## src/rtl/hazard_control.sv

```systemverilog
// Hazard control for the 5-stage RV32 pipeline: E-stage operand forwarding,
// load-use and branch stall/flush, multi-cycle execute sequencing, and a stall counter.

// Forwarding select for one E-stage source operand. M has priority over W; x0 is never forwarded.
module hazard_fwd_sel (
    input  logic [4:0] Rs_E,
    input  logic [4:0] Rd_M,
    input  logic [4:0] Rd_W,
    input  logic       RegWrite_M,
    input  logic       RegWrite_W,
    output logic [1:0] Fwd
);
    always_comb begin
        Fwd = 2'b00;
        if (RegWrite_M && (Rd_M != 5'd0) && (Rd_M == Rs_E)) begin
            Fwd = 2'b10;
        end else if (RegWrite_W && (Rd_W != 5'd0) && (Rd_W == Rs_E)) begin
            Fwd = 2'b01;
        end
    end
endmodule

module hazard_control #(
    parameter int MD_CYCLES = 4,
    parameter int CNT_W     = 32
) (
    input  logic             clk,
    input  logic             rst,
    input  logic [4:0]       Rs1_D,
    input  logic [4:0]       Rs2_D,
    input  logic [4:0]       Rs1_E,
    input  logic [4:0]       Rs2_E,
    input  logic [4:0]       Rd_E,
    input  logic [4:0]       Rd_M,
    input  logic [4:0]       Rd_W,
    input  logic             RegWrite_M,
    input  logic             RegWrite_W,
    input  logic             ResultSrc_E,
    input  logic             PCSrc_E,
    input  logic             MulDiv_E,
    output logic [1:0]       ForwardA_E,
    output logic [1:0]       ForwardB_E,
    output logic             Stall_F,
    output logic             Stall_D,
    output logic             Stall_E,
    output logic             Flush_D,
    output logic             Flush_E,
    output logic             Flush_M,
    output logic             MD_Start,
    output logic [CNT_W-1:0] Stall_Cnt
);
    localparam int NUM_OPS = 2;
    localparam logic [7:0] CNT_INIT = 8'(MD_CYCLES - 1);

    typedef enum logic [1:0] {IDLE, BUSY, DONE} state_t;

    typedef struct packed {
        logic stall_f;
        logic stall_d;
        logic stall_e;
        logic flush_d;
        logic flush_e;
        logic flush_m;
        logic md_start;
    } ctl_t;

    state_t           state_q, state_d;
    logic [7:0]       cnt_q, cnt_d;
    logic [CNT_W-1:0] stall_cnt_q, stall_cnt_d;
    ctl_t             ctl, ctl_hz, ctl_frz;
    logic             lu;

    logic [NUM_OPS-1:0][4:0] rs_e;
    logic [NUM_OPS-1:0][1:0] fwd;

    assign rs_e = {Rs2_E, Rs1_E};

    for (genvar g = 0; g < NUM_OPS; g++) begin : g_fwd
        hazard_fwd_sel u_sel (
            .Rs_E       (rs_e[g]),
            .Rd_M       (Rd_M),
            .Rd_W       (Rd_W),
            .RegWrite_M (RegWrite_M),
            .RegWrite_W (RegWrite_W),
            .Fwd        (fwd[g])
        );
    end

    assign lu = ResultSrc_E && (Rd_E != 5'd0) && ((Rd_E == Rs1_D) || (Rd_E == Rs2_D));

    // Branch/load-use response shared by IDLE and DONE; a taken branch kills the load-use stall.
    always_comb begin
        ctl_hz = '0;
        if (PCSrc_E) begin
            ctl_hz.flush_d = 1'b1;
            ctl_hz.flush_e = 1'b1;
        end else if (lu) begin
            ctl_hz.stall_f = 1'b1;
            ctl_hz.stall_d = 1'b1;
            ctl_hz.flush_e = 1'b1;
        end
    end

    always_comb begin
        ctl_frz         = '0;
        ctl_frz.stall_f = 1'b1;
        ctl_frz.stall_d = 1'b1;
        ctl_frz.stall_e = 1'b1;
        ctl_frz.flush_m = 1'b1;
    end

    always_comb begin
        state_d = state_q;
        cnt_d   = cnt_q;
        ctl     = '0;
        unique case (state_q)
            IDLE: begin
                // Starting an op holds E rather than flushing it, so the op itself is never lost.
                if (MulDiv_E && !PCSrc_E) begin
                    ctl          = ctl_frz;
                    ctl.md_start = 1'b1;
                    if (MD_CYCLES == 1) begin
                        state_d = DONE;
                    end else begin
                        state_d = BUSY;
                        cnt_d   = CNT_INIT;
                    end
                end else begin
                    ctl = ctl_hz;
                end
            end
            BUSY: begin
                ctl = ctl_frz;
                if (cnt_q == 8'd1) begin
                    state_d = DONE;
                end else begin
                    cnt_d = cnt_q - 8'd1;
                end
            end
            DONE: begin
                ctl     = ctl_hz;
                state_d = IDLE;
            end
            default: state_d = IDLE;
        endcase
    end

    assign stall_cnt_d = (ctl.stall_f && (stall_cnt_q != {CNT_W{1'b1}}))
                       ? stall_cnt_q + {{(CNT_W-1){1'b0}}, 1'b1} : stall_cnt_q;

    always_ff @(posedge clk) begin
        if (rst) begin
            state_q     <= IDLE;
            cnt_q       <= 8'd0;
            stall_cnt_q <= '0;
        end else begin
            state_q     <= state_d;
            cnt_q       <= cnt_d;
            stall_cnt_q <= stall_cnt_d;
        end
    end

    // Everything is held at zero while reset is asserted, independent of state.
    assign ForwardA_E = rst ? 2'b00 : fwd[0];
    assign ForwardB_E = rst ? 2'b00 : fwd[1];
    assign Stall_F    = !rst && ctl.stall_f;
    assign Stall_D    = !rst && ctl.stall_d;
    assign Stall_E    = !rst && ctl.stall_e;
    assign Flush_D    = !rst && ctl.flush_d;
    assign Flush_E    = !rst && ctl.flush_e;
    assign Flush_M    = !rst && ctl.flush_m;
    assign MD_Start   = !rst && ctl.md_start;
    assign Stall_Cnt  = rst ? '0 : stall_cnt_q;
endmodule
```

## config.mk

```make
export PLATFORM = sky130hd
export DESIGN_NAME = hazard_control
export DESIGN_NICKNAME = d
export VERILOG_FILES = /design/src/rtl/hazard_control.sv
export SDC_FILE = /design/constraint.sdc
export NUM_CORES = 1
export LEC_CHECK = 0
export ABC_AREA = 1
export BUFFER_PORTS_ARGS = -buffer_cell sky130_fd_sc_hd__clkbuf_2
export CAP_MARGIN = 20
export CORE_ASPECT_RATIO = 1.4
export CORE_MARGIN = 2
export CORE_UTILIZATION = 45
export CTS_CLUSTER_DIAMETER = 60
export CTS_CLUSTER_SIZE = 12
export DETAILED_ROUTE_END_ITERATION = 10
export PLACE_DENSITY = 0.77
export SETUP_SLACK_MARGIN = 0.3
export SLEW_MARGIN = 25
export SYNTH_ARGS = -nofsm -noshare
export SYNTH_HDL_FRONTEND = slang
export SYNTH_HIERARCHICAL = 1
export SYNTH_SLANG_ARGS = --single-unit
export TNS_END_PERCENT = 5
```

## constraint.sdc

```tcl
create_clock -name clk -period 1.55 [get_ports clk]
set_input_delay 0.0775 -clock clk [delete_from_list [all_inputs] [get_ports clk]]
set_output_delay 0.0775 -clock clk [all_outputs]
set_load 0.05 [all_outputs]
```

==> flow_metrics.tcl <==
set metrics [dict create \
    worstPathMaxFanout 4 \
    antenna_found_initial 0 \
    required_ns 1.78 \
    fp.dieH_um 109 \
    drt_iter0_markers 223 \
    drive_gt1_frac 0.370 \
    synth_area_per_cell_um2 5.56 \
    grt_first_pass_wirelength_mm 18.7 \
    insertion_delay_ns 0.31 \
    arrival_ns 1.78 \
    synthesis.nets 677 \
    cts_tree "built" \
    vias_per_cell 5.18 \
    start_kind "flop" \
    cts-buffers-inserted 5 \
    gp_congestion 0.942 \
    min_period_ns 1.55 \
    status "finished clean" \
    ant_nets 0 \
    grt_util_met2 0.518 \
    use_met1 0.284 \
    ys.warnings.count 6 \
    grt_pass1_vias 4309 \
    wl_per_cell_um 13.5 \
    coreArea_mm2 0.00765 \
    syn_to_final_growth_pct 47.1 \
    path_cells "nand2_1 > nor3_2 > nand2_1 > nor2_2 > buf_4 > xor2_1 > nand3_1 > a21oi_1" \
    max_slew_margin 0.795 \
    syn_area_mm2 0.00351 \
    layout_common_cells "184 x nand2_1, 87 x nor2_1, 77 x buf_4" \
    initial_utilization 0.459 \
    num_rows 38 \
    track_usage 0.270 \
    grt_setup_unrepaired "yes" \
    die_w_um 78.7 \
    fin_cells 881 \
    tightest_slew_ns 0.307 \
    die-area_mm2 0.00854 \
    io_pins 85 \
    synth_cell_type_count 30 \
    skew_ns 0.0161 \
    antenna_cells 0 \
    grt_start_max_net_pins 53 \
    hold_path_class "input port to flop" \
    critPathCaptureType "flop" \
    syn_inst 632 \
    hold_viol 0 \
    finalSetupViolations 0 \
    ctsHoldBuffers 0 \
    n_fill_cell 680 \
    grt.busiest_layer "met2" \
    p_per_area_mw_per_mm2 542 \
    clkTransAtPathRegs_ns 0.10 \
    crit_type "flop to flop" \
    use_met3 0.0359 \
    vias 4560 \
    clock_sinks 42 \
    overflow 0 \
    htreeDepth 2 \
    max_freq_ghz 0.646 \
    drv_slew 0 \
    final_nets 825 \
    stdcell_area_mm2 0.00517 \
    ys_seq_area_frac 0.239 \
    io_buffers 84 \
    cpPeakStageDelay_ns 0.37 \
    dp_hpwl_mm 8.81 \
    period_share 0.999 \
    dr.pass1.iters 5 \
    drc 0 \
    crit_slowest_cell "dfxtp_2" \
    drt-total-wl_mm 11.9 \
    max_cap_viol_count 0 \
    power.total_mw 2.80 \
    peakVddDrop_v 0.000388 \
    p_leak_nw 2.40 \
    synth_seq_cells 42 \
    clockRootBuffer "clkbuf_8" \
    crit_top_cell "nand2_1" \
    dp_slack_ns -0.0812 \
    mostFrequentLayoutCell "nand2_1" \
    placed_area_mm2 0.00450 \
    dpl.cell_count 856 \
    cts_buffer_depth 2 \
    worst_slack_ns 0.00232 \
]
## metal layers
layer | vias up | wire length (µm)
li1 | 2253 | -
met1 | 2067 | 4440
met2 | 187 | 6290
met3 | 53 | 547
met4 | 0 | 580
met5 | - | 0
## critical path, delay by kind of cell (launching register included)
kind	cells	cell delay [ns]
XOR/XNOR	1	0.14
flip-flops	1	0.37
AND/OR/NAND/NOR	5	0.68
buffers and inverters	1	0.14
AO/OA/AOI/OAI	1	0.14
## synth_stat cells
library cell	count	share of area
a211oi_1	1	0.0021
a21boi_0	2	0.0043
a21oi_1	41	0.058
a311oi_1	1	0.0025
buf_1	4	0.0043
buf_2	3	0.0043
buf_4	2	0.0043
buf_6	3	0.0096
clkbuf_1	8	0.0086
dfxtp_1	42	0.24
ha_1	3	0.011
inv_1	74	0.079
inv_2	17	0.018
nand2_1	193	0.21
nand2_2	5	0.0089
nand2_4	2	0.0064
nand3_1	60	0.086
nand3_2	3	0.0086
nand4_1	4	0.0071
nor2_1	108	0.12
nor2_2	6	0.011
nor2_4	1	0.0032
nor3_1	10	0.014
nor3_2	6	0.017
nor3b_1	1	0.0021
nor4_1	1	0.0018
o21ai_0	9	0.013
or2_1	1	0.0018
xnor2_1	2	0.0050
xor2_1	19	0.047
## cell families (layout without fill, tap and decap cells)
family                     count (synthesis)  after routing  share of synthesized area
AOI/OAI and AO/OA                         54             54                     0.0802
xor gates and xnor gates                  21             21                     0.0524
buffers and inverters                    111            260                      0.128
adders and majority gates                  3              3                     0.0107
DFF                                       42             42                      0.239
and+or+nand+nor                          401            401                      0.489
## repair_timing
item,4_1_cts,5_1_grt
pin swaps,17,12
endpoints found under the setup margin,64,78
resized for setup,49,137
setup buffers,12,4
gates cloned,0,1
## worst paths after layout
path | end | start | slack [ns] | cells after the start
hold / removal | state_q[0] | rst | 0.37 | 3
setup / recovery | stall_cnt_q[10] | stall_cnt_q[4] | 0.002 | 8
hold reg to reg | stall_cnt_q[22] | stall_cnt_q[22] | 0.49 | 2
setup reg to reg | stall_cnt_q[10] | stall_cnt_q[4] | 0.002 | 8
## through the flow
step | utilization | setup TNS, ns | hold slack, ns
after floorplan | - | 0 | 0.380
after global placement | 0.588 | -0.0433 | 0.443
after detailed placement | 0.588 | -0.958 | 0.447
after CTS | 0.632 | 0 | 0.327
after global routing | 0.675 | -2.13 | 0.399
final | 0.675 | 0 | 0.374
## final cells by class
type / count / area (µm²) / share of cell area
clock buffers: 5 / 68.8 / 0.0133
clock inverters: 3 / 28.8 / 0.00557
inverters: 91 / 347 / 0.0671
multi-input cells: 479 / 2500 / 0.485
flip-flops and latches: 42 / 885 / 0.171
well taps: 100 / 125 / 0.0242
repair buffers: 161 / 1210 / 0.234
## state kept, by name, summed over array words and instances, names as in the netlist
register and cells:
stall_cnt_q 32, cnt_q 8, state_q 2
## power breakdown
| part | switching (mW) | internal (mW) |
|---|---|---|
| clock network | 0.467 | 0.338 |
| logic | 0.497 | 0.348 |
| registers | 0.0416 | 1.11 |
Power figures use the tool's default switching activity.
